`config.mk`:
```
export PLATFORM = sky130hd
export DESIGN_NAME = fifo_write_arbiter
export DESIGN_NICKNAME = d
export VERILOG_FILES = /design/src/rtl/fifo_write_arbiter_pkg.sv /design/src/rtl/fifo_write_arbiter_rr_pick.sv /design/src/rtl/fifo_write_arbiter.sv
export SDC_FILE = /design/constraint.sdc
export NUM_CORES = 1
export LEC_CHECK = 0
export CAP_MARGIN = 25
export CORE_ASPECT_RATIO = 0.9
export CORE_MARGIN = 2
export CORE_UTILIZATION = 37
export DETAILED_ROUTE_END_ITERATION = 7
export PLACE_DENSITY = 0.79
export REMOVE_ABC_BUFFERS = 1
export SLEW_MARGIN = 40
export SYNTH_ARGS = -nofsm -noshare
export SYNTH_HDL_FRONTEND = slang
export SYNTH_SLANG_ARGS = --single-unit
export TNS_END_PERCENT = 5
```
`constraint.sdc`:
```
create_clock -name wclk -period 3.1 [get_ports wclk]
set_input_delay 0.62 -clock wclk [delete_from_list [all_inputs] [get_ports wclk]]
set_output_delay 0.62 -clock wclk [all_outputs]
set_load 0.1 [all_outputs]
```
`src/rtl/fifo_write_arbiter_pkg.sv`:
```
// fifo_write_arbiter_pkg: shared state encoding, FIFO defaults and round-robin search helpers
package fifo_write_arbiter_pkg;

   localparam int FIFO_DATASIZE  = 8;
   localparam int FIFO_NUM_REQ   = 4;
   localparam int FIFO_MAX_BURST = 4;
   localparam int RR_MAX         = 8;

   typedef enum logic {
      IDLE  = 1'b0,
      BURST = 1'b1
   } state_t;

   // One-hot of the first set req bit after 'last', wrapping at n; 'last' itself is checked last.
   function automatic logic [RR_MAX-1:0] rr_search(input logic [RR_MAX-1:0] req,
                                                   input logic [2:0] last,
                                                   input int n);
      logic [RR_MAX-1:0] oh;
      logic [3:0]        idx;
      oh = '0;
      for (int k = RR_MAX; k >= 1; k--) begin
         if (k <= n) begin
            idx = 4'(last) + 4'(k);
            if (idx >= 4'(n)) idx = idx - 4'(n);
            if (req[idx[2:0]]) oh = RR_MAX'(1) << idx[2:0];
         end
      end
      return oh;
   endfunction

   function automatic logic [2:0] oh_to_idx(input logic [RR_MAX-1:0] oh);
      logic [2:0] idx;
      idx = '0;
      for (int i = 0; i < RR_MAX; i++)
         if (oh[i]) idx = idx | 3'(i);
      return idx;
   endfunction

endpackage

```
`src/rtl/fifo_write_arbiter_rr_pick.sv`:
```
// rr_pick: combinational round-robin pick of the next requester after 'last'
module rr_pick
   import fifo_write_arbiter_pkg::*;
#(
   parameter int N  = 4,
   parameter int IW = $clog2(N)
) (
   input  logic [N-1:0]  req,
   input  logic [IW-1:0] last,
   output logic [N-1:0]  pick,
   output logic          valid
);

   logic [RR_MAX-1:0] full;

   assign full  = rr_search(RR_MAX'(req), 3'(last), N);
   assign pick  = full[N-1:0];
   assign valid = |full;

endmodule

```
`src/rtl/fifo_write_arbiter.sv`:
```
// fifo_write_arbiter: round-robin burst arbiter sharing one FIFO write port among NUM_REQ requesters
module fifo_write_arbiter
   import fifo_write_arbiter_pkg::*;
#(
   parameter int NUM_REQ   = FIFO_NUM_REQ,
   parameter int DATASIZE  = FIFO_DATASIZE,
   parameter int MAX_BURST = FIFO_MAX_BURST
) (
   input  logic                         wclk,
   input  logic                         wreset_n,
   input  logic [NUM_REQ-1:0]           req,
   input  logic [NUM_REQ*DATASIZE-1:0]  req_data,
   input  logic                         wfull,
   output logic [NUM_REQ-1:0]           gnt,
   output logic                         winc,
   output logic [DATASIZE-1:0]          wdata,
   output logic                         busy
);

   localparam int IW = $clog2(NUM_REQ);
   localparam int CW = $clog2(MAX_BURST + 1);

   state_t             state, state_next;
   logic [IW-1:0]      last_owner, last_next;
   logic [CW-1:0]      burst_cnt, cnt_next;
   logic [NUM_REQ-1:0] gnt_next, pick;
   logic               pick_valid, accept, tenure_end;

   rr_pick #(.N(NUM_REQ)) u_rr_pick (
      .req  (req),
      .last (last_owner),
      .pick (pick),
      .valid(pick_valid)
   );

   // last_owner is updated on every grant, so during BURST it is the current owner
   assign busy       = state == BURST;
   assign accept     = busy & req[last_owner] & ~wfull;
   assign tenure_end = busy & (~req[last_owner] | (accept & (burst_cnt == CW'(MAX_BURST - 1))));
   assign winc       = accept;
   assign wdata      = busy ? req_data[last_owner*DATASIZE +: DATASIZE] : '0;

   // Next state: arbitrate when idle or at tenure end, otherwise count accepted words
   always_comb begin
      state_next = state;
      gnt_next   = gnt;
      last_next  = last_owner;
      cnt_next   = burst_cnt;
      if (state == IDLE || tenure_end) begin
         state_next = pick_valid ? BURST : IDLE;
         gnt_next   = pick;
         last_next  = pick_valid ? IW'(oh_to_idx(RR_MAX'(pick))) : last_owner;
         cnt_next   = '0;
      end else if (accept) begin
         cnt_next   = burst_cnt + CW'(1);
      end
   end

   // State register; reset aborts any tenure and makes requester 0 first in line
   always_ff @(posedge wclk or negedge wreset_n) begin
      if (!wreset_n) begin
         state      <= IDLE;
         gnt        <= '0;
         last_owner <= IW'(NUM_REQ - 1);
         burst_cnt  <= '0;
      end else begin
         state      <= state_next;
         gnt        <= gnt_next;
         last_owner <= last_next;
         burst_cnt  <= cnt_next;
      end
   end

endmodule

```
# Yosys cells after proc, flatten, opt, wreduce, memory -nomap -nowiden
# Cells that the tools add are included.
totals:
  elab_cells: 65
  out_inout_bits: 14
  register_bits: 10
  input_bits: 39
op_classes:
  muxes: 25
  n_reduce_logical: 4
  n_eq_ne: 1
  n_shift: 5
  bitwise_logic: 8
  n_addsub: 9
  n_lt_le_gt_ge: 9
ops:
  columns: ["operator", "n"]
  rows:
  - ["two-way mux 8 bit", 5]
  - ["indexed part select 32 x 6 -> 8 bit", 1]
  - ["<< shifter 1 x 3 -> 8 bit (first input constant)", 4]
  - ["two-way mux 3 bit", 6]
  - [">= comparator 4 x 3 -> 1 bit (second input constant)", 4]
  - ["< comparator 3 x 4 -> 1 bit (second input constant)", 4]
  - ["binary-select mux 1 bit (select 3 bit)", 4]
  - ["subtractor 3 bit (second input constant)", 4]
  - ["OR reduction 8 bit", 1]
  - ["two-way mux 1 bit", 7]
  - ["adder 2 x 2 -> 3 bit (second input constant)", 2]
  - ["adder 2 x 3 -> 4 bit (second input constant)", 1]
  - ["bitwise AND 1 bit", 4]
  - ["two-way mux 2 bit", 2]
  - ["adder 2 x 1 -> 3 bit (second input constant)", 1]
  - ["adder 3 x 1 -> 3 bit (second input constant)", 1]
  - ["equality test 3 x 2 -> 1 bit (second input constant)", 1]
  - ["< comparator 2 x 3 -> 1 bit (second input constant)", 1]
  - ["NOT 1 bit", 3]
  - ["binary-select mux 1 bit (select 2 bit)", 1]
  - ["AND reduction 2 bit", 1]
  - ["nonzero test 2 bit", 1]
  - ["logical OR 1 bit", 1]
  - ["OR 1 bit", 1]

# Depth between registers and ports, before layout
# Gate-level depths: netlist of the first run.
logic_depth:
  word_depth: 12
  depth_mapped: 9
  ltp_nobuf: 7

# By module
# Synthesis of the first run repeated with hierarchy kept, for this count alone.
hier_totals:
  hier_cells: 94
  hier_area_um2: 1166.1
by_module_without_submodules:
  columns: ["module", "n_inst", "cells_per_inst", "area_per_inst_um2", "seq_area_each_um2"]
  rows:
  - ["fifo_write_arbiter", 1, 59, 787.0, 252.7]
  - ["rr_pick", 1, 35, 379.1, 0.0]

# Least setup slack after synthesis of the first run
# No wires, ideal clock.
synth_path:
  kind: "register to output"
  startpoint: "register state (netlist: busy)"
  endpoint: "output winc"
  path_stages_with_launch: 4
  required_time_ns: 2.480
  t_arrival_ns: 2.577
  path_buffers: 1
  path_slack_ns: -0.097
  cell_sequence: "dfrtp_1 clkbuf_1 nand2_1 nor2_1"
synth_between:
  elab_chain_len: 2
synth_lines:
  columns: ["element", "line", "rtl"]
  rows:
  - ["start, declared", "fifo_write_arbiter.sv:23", "state_t state, state_next;"]
  - ["start signal, assigned", "fifo_write_arbiter.sv:67", "state <= state_next;"]
  - ["bitwise AND 1 bit (2 in a row)", "fifo_write_arbiter.sv:38", "assign accept = busy & req[last_owner] & ~wfull;"]
  - ["end, declared", "fifo_write_arbiter.sv:15", "output logic winc,"]
# Every way passes these cells.

# Worst setup path in the final report of the first run
layout_path:
  startpoint: "register last_owner[0]"
  endpoint: "output winc"
layout_between:
  elab_chain_len: 4
layout_lines:
  columns: ["element", "line", "rtl"]
  rows:
  - ["start, declared", "fifo_write_arbiter.sv:24", "logic [IW-1:0] last_owner, last_next;"]
  - ["start signal, assigned", "fifo_write_arbiter.sv:64", "last_owner <= IW'(NUM_REQ - 1);"]
  - ["start signal, assigned", "fifo_write_arbiter.sv:69", "last_owner <= last_next;"]
  - ["binary-select mux 1 bit (select 2 bit)", "fifo_write_arbiter.sv:38", null]
  - ["two-way mux 1 bit (not written as such)", "fifo_write_arbiter.sv:38", null]
  - ["bitwise AND 1 bit (2 in a row)", "fifo_write_arbiter.sv:38", null]
# Every way passes these cells. The select of a mux whose other input is x is not followed.

==> impl_results.rst, run 1 <==
.. list-table::
   :header-rows: 1

   * - Metric
     - Value
   * - Result of the run
     - completed
   * - Commonest non-fill, non-tap cells in the layout
     - 38 x sky130_fd_sc_hd__clkdlybuf4s50_1, 10 x sky130_fd_sc_hd__mux4_2, 10 x sky130_fd_sc_hd__ha_1
   * - Area occupied by registers
     - 252.7 um2
   * - Violation count after the first detailed-routing iteration
     - 51
   * - Post-layout minimum cycle time
     - 2.722 ns
   * - Final worst path period share
     - 87.80%
   * - DRC viols
     - 0
   * - Transition time at the pin with the least slew margin
     - 0.5911 ns
   * - Cell accounting for the most synthesized area
     - sky130_fd_sc_hd__mux4_2
   * - # IOs
     - 53
   * - Number of buffers on the longest clock path
     - 2
   * - Core region area
     - approximately 2800 um2
   * - Critical Path Source Type
     - register
   * - Met2 WL
     - 1743 um
   * - # hold bufs at CTS
     - 0
   * - Total instance count after detailed placement
     - 191
   * - Post-DP HPWL
     - 2723 um
   * - Clock buffer count from CTS
     - 3
   * - Post-place instance area
     - approximately 1800 um2
   * - Post-cts repair resize count
     - 0
   * - Largest cells by area after synthesis
     - sky130_fd_sc_hd__mux4_2 20%, sky130_fd_sc_hd__dfrtp_1 18%, sky130_fd_sc_hd__ha_1 11%, sky130_fd_sc_hd__dfstp_2 4.7%, sky130_fd_sc_hd__and2_1 4.5%
   * - Met1 WL
     - about 1200 um
   * - Largest net degree at the start of global routing
     - 20
   * - H-tree depth reported by CTS
     - 1
   * - Summed area of non-filler cells in the final layout
     - 1784 um2
   * - Overflow after GRT
     - 0
   * - Setup repair after global routing missed its margin
     - false
   * - CTS sink cnt
     - 10
   * - Kind of capture point of the worst setup path
     - output port
   * - Post-synth top area share
     - 20.07%
   * - DIE HEIGHT
     - 56.25 um
   * - Proportion of synthesized flip-flops having asynchronous set or reset
     - 100.0%
   * - Yosys warning total
     - 0
   * - Final slew viol count
     - 0
   * - ANT cells
     - 0
   * - Post-route insts no fill
     - 194
   * - Avg Inst Size Synth
     - between 10 and 15 um2
   * - Starting density of the core
     - 39.87%
   * - Achievable clock frequency
     - 367.4 MHz
   * - Worst endpoint required time
     - 2.48 ns
   * - Post-synth EDFFs
     - 0
   * - # setup viols final
     - 0
   * - Most common cell after layout, fill and taps aside
     - sky130_fd_sc_hd__clkdlybuf4s50_1
   * - Post-detailed-route count of antenna-violating nets
     - 0
   * - Vias per Instance
     - 5.577
   * - Proportion of synthesized chip area in sequential cells
     - 22.52%
   * - Final hold vios
     - 0
   * - Length of the first detailed-routing pass in iterations
     - 4
   * - Clock-pin slew of the registers on the worst-case setup and hold paths
     - roughly 0.060 ns
   * - Leading register cell type out of synthesis
     - sky130_fd_sc_hd__dfrtp_1
   * - Share of final-layout standard cells stronger than drive strength 1
     - between 20% and 30%
   * - Synthesized area
     - approximately 1100 um2
   * - Layout overhead on the synthesized area
     - 58.97%
   * - Maximum Capacitance Violations
     - 0
   * - Highest Signal Layer
     - met4
   * - Antenna violations before repair
     - 0
   * - Gate count of the mapped netlist
     - 102
   * - Overall track demand over capacity in global routing
     - 20.00%
   * - Count of unique library cells instantiated by Yosys
     - 38
   * - Number of global-route vias before repair
     - around 1100
   * - Worst setup path category
     - register to output port
   * - Routed length per instance
     - about 17 um
   * - Via count of the routed design
     - between 1000 and 1500
   * - Final Routed Wirelength
     - 3201 um
   * - First-pass GRT wire length
     - 5257 um
   * - Clock tree from TritonCTS
     - yes
   * - Endpoint arrival time on the critical path
     - 2.10 ns
   * - Worst clock skew
     - 0.0007625 ns
   * - Footprint of the multi-input gates
     - 827.0 um2
   * - Row Count
     - 18
   * - I/O Buffers
     - 52
   * - Crit Path Max Fanout
     - 19
   * - Max transition margin
     - 60.10%
   * - Die Outline Area
     - 3491 um2
   * - WL met3
     - about 180 um
   * - Count of state elements after synthesis
     - 10
   * - Worst-Skew Late Latency
     - 0.25 ns
   * - Min-delay worst type
     - register to register
   * - Sum of negative setup slack
     - 0 ns
   * - DIE WIDTH
     - 62.06 um
   * - RePlAce Congestion
     - about 0.75
   * - Number of buffers added for setup after CTS
     - 0
   * - Fillcell total
     - about 240
   * - Layout Nets
     - 205
   * - CTS root buffer
     - sky130_fd_sc_hd__clkbuf_4
==> metrics by stage <==
stage / util [%] / worst slack (ns) / hold WS, ns
after CTS: 63.38 / 0.3538 / 0.4762
after floorplan: - / -0.06480 / 0.3244
after detailed placement: 62.58 / 0.3880 / 0.4620
final: 63.38 / 0.3783 / 0.4701
after global routing: 63.38 / 0.2761 / 0.5220
after global placement: 62.58 / 0.4781 / 0.4573
==> kinds of logic after synthesis <==
group	Yosys count	synth area share, %
AOI/OAI and AO/OA	28	22.63
muxes	14	23.86
adders and majority gates	10	11.15
and+or+nand+nor	31	16.05
DFF	10	22.52
buffers and inverters	9	3.789
==> state kept, by name (all words and copies together), names as in the netlist <==
signal      count
gnt             4
busy            1
burst_cnt       3
last_owner      2
==> synthesized netlist by cell type, types with 2 or more instances <==
master,n
sky130_fd_sc_hd__o31ai_1,3
sky130_fd_sc_hd__nor2_1,5
sky130_fd_sc_hd__mux2i_1,2
sky130_fd_sc_hd__inv_1,3
sky130_fd_sc_hd__a221o_1,2
sky130_fd_sc_hd__o2bb2ai_1,2
sky130_fd_sc_hd__and2_1,8
sky130_fd_sc_hd__a221oi_2,3
sky130_fd_sc_hd__or2b_2,4
sky130_fd_sc_hd__o21ai_0,3
sky130_fd_sc_hd__a21oi_1,3
sky130_fd_sc_hd__dfrtp_1,8
sky130_fd_sc_hd__clkbuf_1,3
sky130_fd_sc_hd__dfstp_2,2
sky130_fd_sc_hd__a21o_1,2
sky130_fd_sc_hd__mux4_2,10
sky130_fd_sc_hd__mux2_1,2
sky130_fd_sc_hd__nand2_1,4
sky130_fd_sc_hd__nand3_1,2
sky130_fd_sc_hd__ha_1,10
sky130_fd_sc_hd__nor3_1,4
==> critical path: stages (launching register included) <==
cell and delay [ns]:
sky130_fd_sc_hd__dfstp_2 0.53, sky130_fd_sc_hd__buf_4 0.29, sky130_fd_sc_hd__mux4_2 0.60, sky130_fd_sc_hd__nand2_1 0.15, sky130_fd_sc_hd__nor2_1 0.09, sky130_fd_sc_hd__buf_12 0.18
==> per-layer routing <==
metal  up-vias  GRT usage, %
li1        508             -
met1       519         24.96
met2        49         33.18
met3         6         3.687
met4         0         7.599
met5         -             0
==> layout make-up <==
type	count	area share (%)
clock buffer	3	1.262
inverter	3	0.6311
tap	40	2.805
timing repair buffer	55	34.78
multi-input combinational	83	46.35
sequential	10	14.17
==> final timing paths <==
path,start,endpoint,slack (ns),depth (start not counted)
hold / removal,gnt[3],gnt[3],0.47,2
min in group asynchronous,wreset_n,gnt[2],0.67,1
setup reg to reg,last_owner[1],busy,0.47,7
max in group asynchronous,wreset_n,last_owner[0],2.10,1
hold reg to reg,gnt[3],gnt[3],0.47,2
setup / recovery,last_owner[0],winc,0.38,5
Power of run 1 is left out: the tool's default activity adds up to more than one toggle a clock period on the data nets, which glitch-free logic cannot reach.
==> run 2, diff against run 1 <==
Settings changed: CAP_MARGIN 25 to 20.
==> results of run 2 <==
Final layout, timing and power as in run 1 (identical DEF).
Power of run 2 is left out for the same reason.
==> run 3, diff against run 2 <==
Settings changed: CELL_PAD_IN_SITES_DETAIL_PLACEMENT from default to 1, CELL_PAD_IN_SITES_GLOBAL_PLACEMENT from default to 2, CORE_UTILIZATION 37 to 22, PLACE_DENSITY 0.79 to 0.8.
==> run 3 against run 2 <==
Non-clock buffer count is 1 lower. Via count is 1.4% higher. Clock skew is 0.0029 ns higher. Die area is 63% higher. Maximum frequency is 1.5% lower. Critical path type unchanged. Largest cell class unchanged. Utilization is 26 points lower. Setup slack worse by 0.042 ns. Critical path depth stayed put.
==> impl_results.rst, run 3 (synthesized netlist as in run 1, its figures left out) <==
.. list-table::
   :header-rows: 1

   * - Metric
     - Value
   * - Post-DP HPWL
     - 3103 um (+14%)
   * - Row Count
     - 24 (+6)
   * - CTS root buffer
     - sky130_fd_sc_hd__clkbuf_8
   * - Largest Register
     - gnt
   * - Largest register FFs
     - 4 (unchanged)
   * - Result of the run
     - completed
   * - Number of buffers on the longest clock path
     - 2 (unchanged)
   * - Capture point of the worst reg-to-reg path
     - last_owner[0]
   * - DIE WIDTH
     - 79.29 um (+28%)
   * - Setup repair after global routing missed its margin
     - false
   * - ANT cells
     - 0 (unchanged)
   * - Starting density of the core
     - 22.93% (-17 points)
   * - Worst endpoint required time
     - 2.48 ns (about the same)
   * - Maximum cell stage delay along the critical path
     - 0.61 ns (about the same)
   * - Worst reg-to-reg setup slack
     - 0.39 ns (-0.08 ns)
   * - Length of the first detailed-routing pass in iterations
     - 4 (unchanged)
   * - Violation count after the first detailed-routing iteration
     - 27 (-47%)
   * - Number of global-route vias before repair
     - 1206 (+7.9%)
   * - Clock buffer count from CTS
     - 3 (unchanged)
   * - Endpoint arrival time on the critical path
     - 2.14 ns (+0.04 ns)
   * - CTS sink cnt
     - 10 (unchanged)
   * - Cell class contributing the biggest share of worst-path delay
     - multiplexers
   * - Commonest non-fill, non-tap cells in the layout
     - 38 x sky130_fd_sc_hd__clkdlybuf4s50_1, 10 x sky130_fd_sc_hd__mux4_2, 10 x sky130_fd_sc_hd__ha_1
   * - Achievable clock frequency
     - 361.8 MHz (-1.5%)
   * - I/O Buffers
     - 52 (unchanged)
   * - Post-cts repair resize count
     - 0 (unchanged)
   * - Transition time at the pin with the least slew margin
     - 0.5890 ns (-0.002033 ns)
   * - Antenna violations before repair
     - 0 (unchanged)
   * - Number of cell instances on the worst register-to-register path
     - 7 (unchanged)
   * - CP Launch Point
     - last_owner[0]
   * - Clock tree from TritonCTS
     - yes
   * - Kind of capture point of the worst setup path
     - output port
   * - RePlAce Congestion
     - 0.9304 (+24%)
   * - # hold bufs at CTS
     - 0 (unchanged)
   * - Vias per Instance
     - 5.009 (-10%)
   * - Overall track demand over capacity in global routing
     - 13.76% (-6.2 points)
   * - Source of the worst register-to-register timing path
     - last_owner[0]
   * - DIE HEIGHT
     - 71.76 um (+28%)
   * - Core region area
     - 4895 um2 (+74%)
   * - Post-layout minimum cycle time
     - 2.764 ns (+0.04189 ns)
   * - Layout Nets
     - 204 (-0.49%)
   * - DRC viols
     - 0 (unchanged)
   * - Clock-pin slew of the registers on the worst-case setup and hold paths
     - 0.05 ns (about the same)
   * - Overflow after GRT
     - 0 (unchanged)
   * - Critical Path Source Type
     - register
   * - Top flop regs
     - gnt (4), burst_cnt (3), last_owner (2)
   * - Final Routed Wirelength
     - 3712 um (+16%)
   * - Largest net degree at the start of global routing
     - 20 (unchanged)
   * - Post-detailed-route count of antenna-violating nets
     - 0 (unchanged)
   * - Slowest library cell on the worst path
     - sky130_fd_sc_hd__mux4_2
   * - Origin of the worst min-delay path
     - gnt[3]
   * - Final worst path period share
     - 89.15% (+1.4 points)
   * - Most common cell after layout, fill and taps aside
     - sky130_fd_sc_hd__clkdlybuf4s50_1
   * - Crit Path Max Fanout
     - 19 (unchanged)
   * - Max transition margin
     - 60.23% (+0.14 points)
   * - Share of final-layout standard cells stronger than drive strength 1
     - 29.87% (unchanged)
   * - Die Outline Area
     - 5690 um2 (+63%)
   * - Worst-Skew Late Latency
     - 0.24 ns (about the same)
   * - CP bufs+invs
     - 2 (unchanged)
   * - Chain of cells forming the critical path
     - buf_4 -> mux4_2 -> nand2_1 -> nor2_1 -> buf_12
   * - Via count of the routed design
     - 1097 (+1.4%)
   * - Min-delay worst type
     - register to register
   * - First-pass GRT wire length
     - 6085 um (+16%)
   * - Number of buffers added for setup after CTS
     - 0 (unchanged)
   * - Maximum Capacitance Violations
     - 0 (unchanged)
   * - Final slew viol count
     - 0 (unchanged)
   * - Worst hold slack
     - 0.4841 ns (+0.01396 ns)
   * - Capture endpoint of the worst hold path
     - gnt[3]
   * - Worst clock skew
     - 0.003709 ns (+0.002946 ns)
   * - Worst hold path cell count
     - 2 (unchanged)
   * - H-tree depth reported by CTS
     - 1 (unchanged)
   * - # IOs
     - 53 (unchanged)
   * - Routed length per instance
     - 16.95 um (+2.7%)
   * - Worst setup path category
     - register to output port
   * - Final hold vios
     - 0 (unchanged)
   * - Layout overhead on the synthesized area
     - 63.99%
   * - # setup viols final
     - 0 (unchanged)
==> run 3: metal layers <==
layer | share of wire (%) | up-vias | track usage [%] | wire, um
li1 | - | 506 | - | -
met4 | 1.0 | 0 | 2.874 | 37
met2 | 57 | 33 | 28.72 | 2132
met1 | 37 | 554 | 14.03 | 1390
met5 | 0 | - | 0 | 0
met3 | 4.1 | 4 | 2.393 | 151
==> run 3: final cells by class <==
type / count / area [um2]
Clock buffer: 4 / 55.05
Inverter: 3 / 11.26
Sequential cell: 10 / 252.7
Multi-Input combinational cell: 83 / 827.0
Timing Repair Buffer: 54 / 613.1
Tap cell: 65 / 81.33
Fill cell: 551 / 3054
==> run 3: worst max path at each step <==
stage,to,slack [ns],cells after the start
2_1_floorplan,winc,-0.06,3
5_1_grt,winc,0.23,5
3_5_place_dp,last_owner[0],0.31,6
4_1_cts,winc,0.32,5
3_3_place_gp,busy,0.37,6
6_report,winc,0.34,5
==> run 3: worst min-delay path, delay by kind of cell, from the launching register on <==
kind,cells,cell delay [ns]
flops,1,0.35
simple gates,2,0.10
==> run 3: metrics by stage <==
step | TNS [ns] | instances | worst slack (ns) | area [um2] | utilization (%)
after global placement | 0 | 215 | 0.3695 | 1785 | 36.48
after detailed placement | 0 | 215 | 0.3060 | 1785 | 36.48
after floorplan | -0.06480 | 96 | -0.06480 | 1091 | -
after CTS | 0 | 219 | 0.3220 | 1841 | 37.60
final | 0 | 219 | 0.3364 | 1841 | 37.60
after global routing | 0 | 219 | 0.2287 | 1841 | 37.60
Power of run 3 is left out for the same reason.
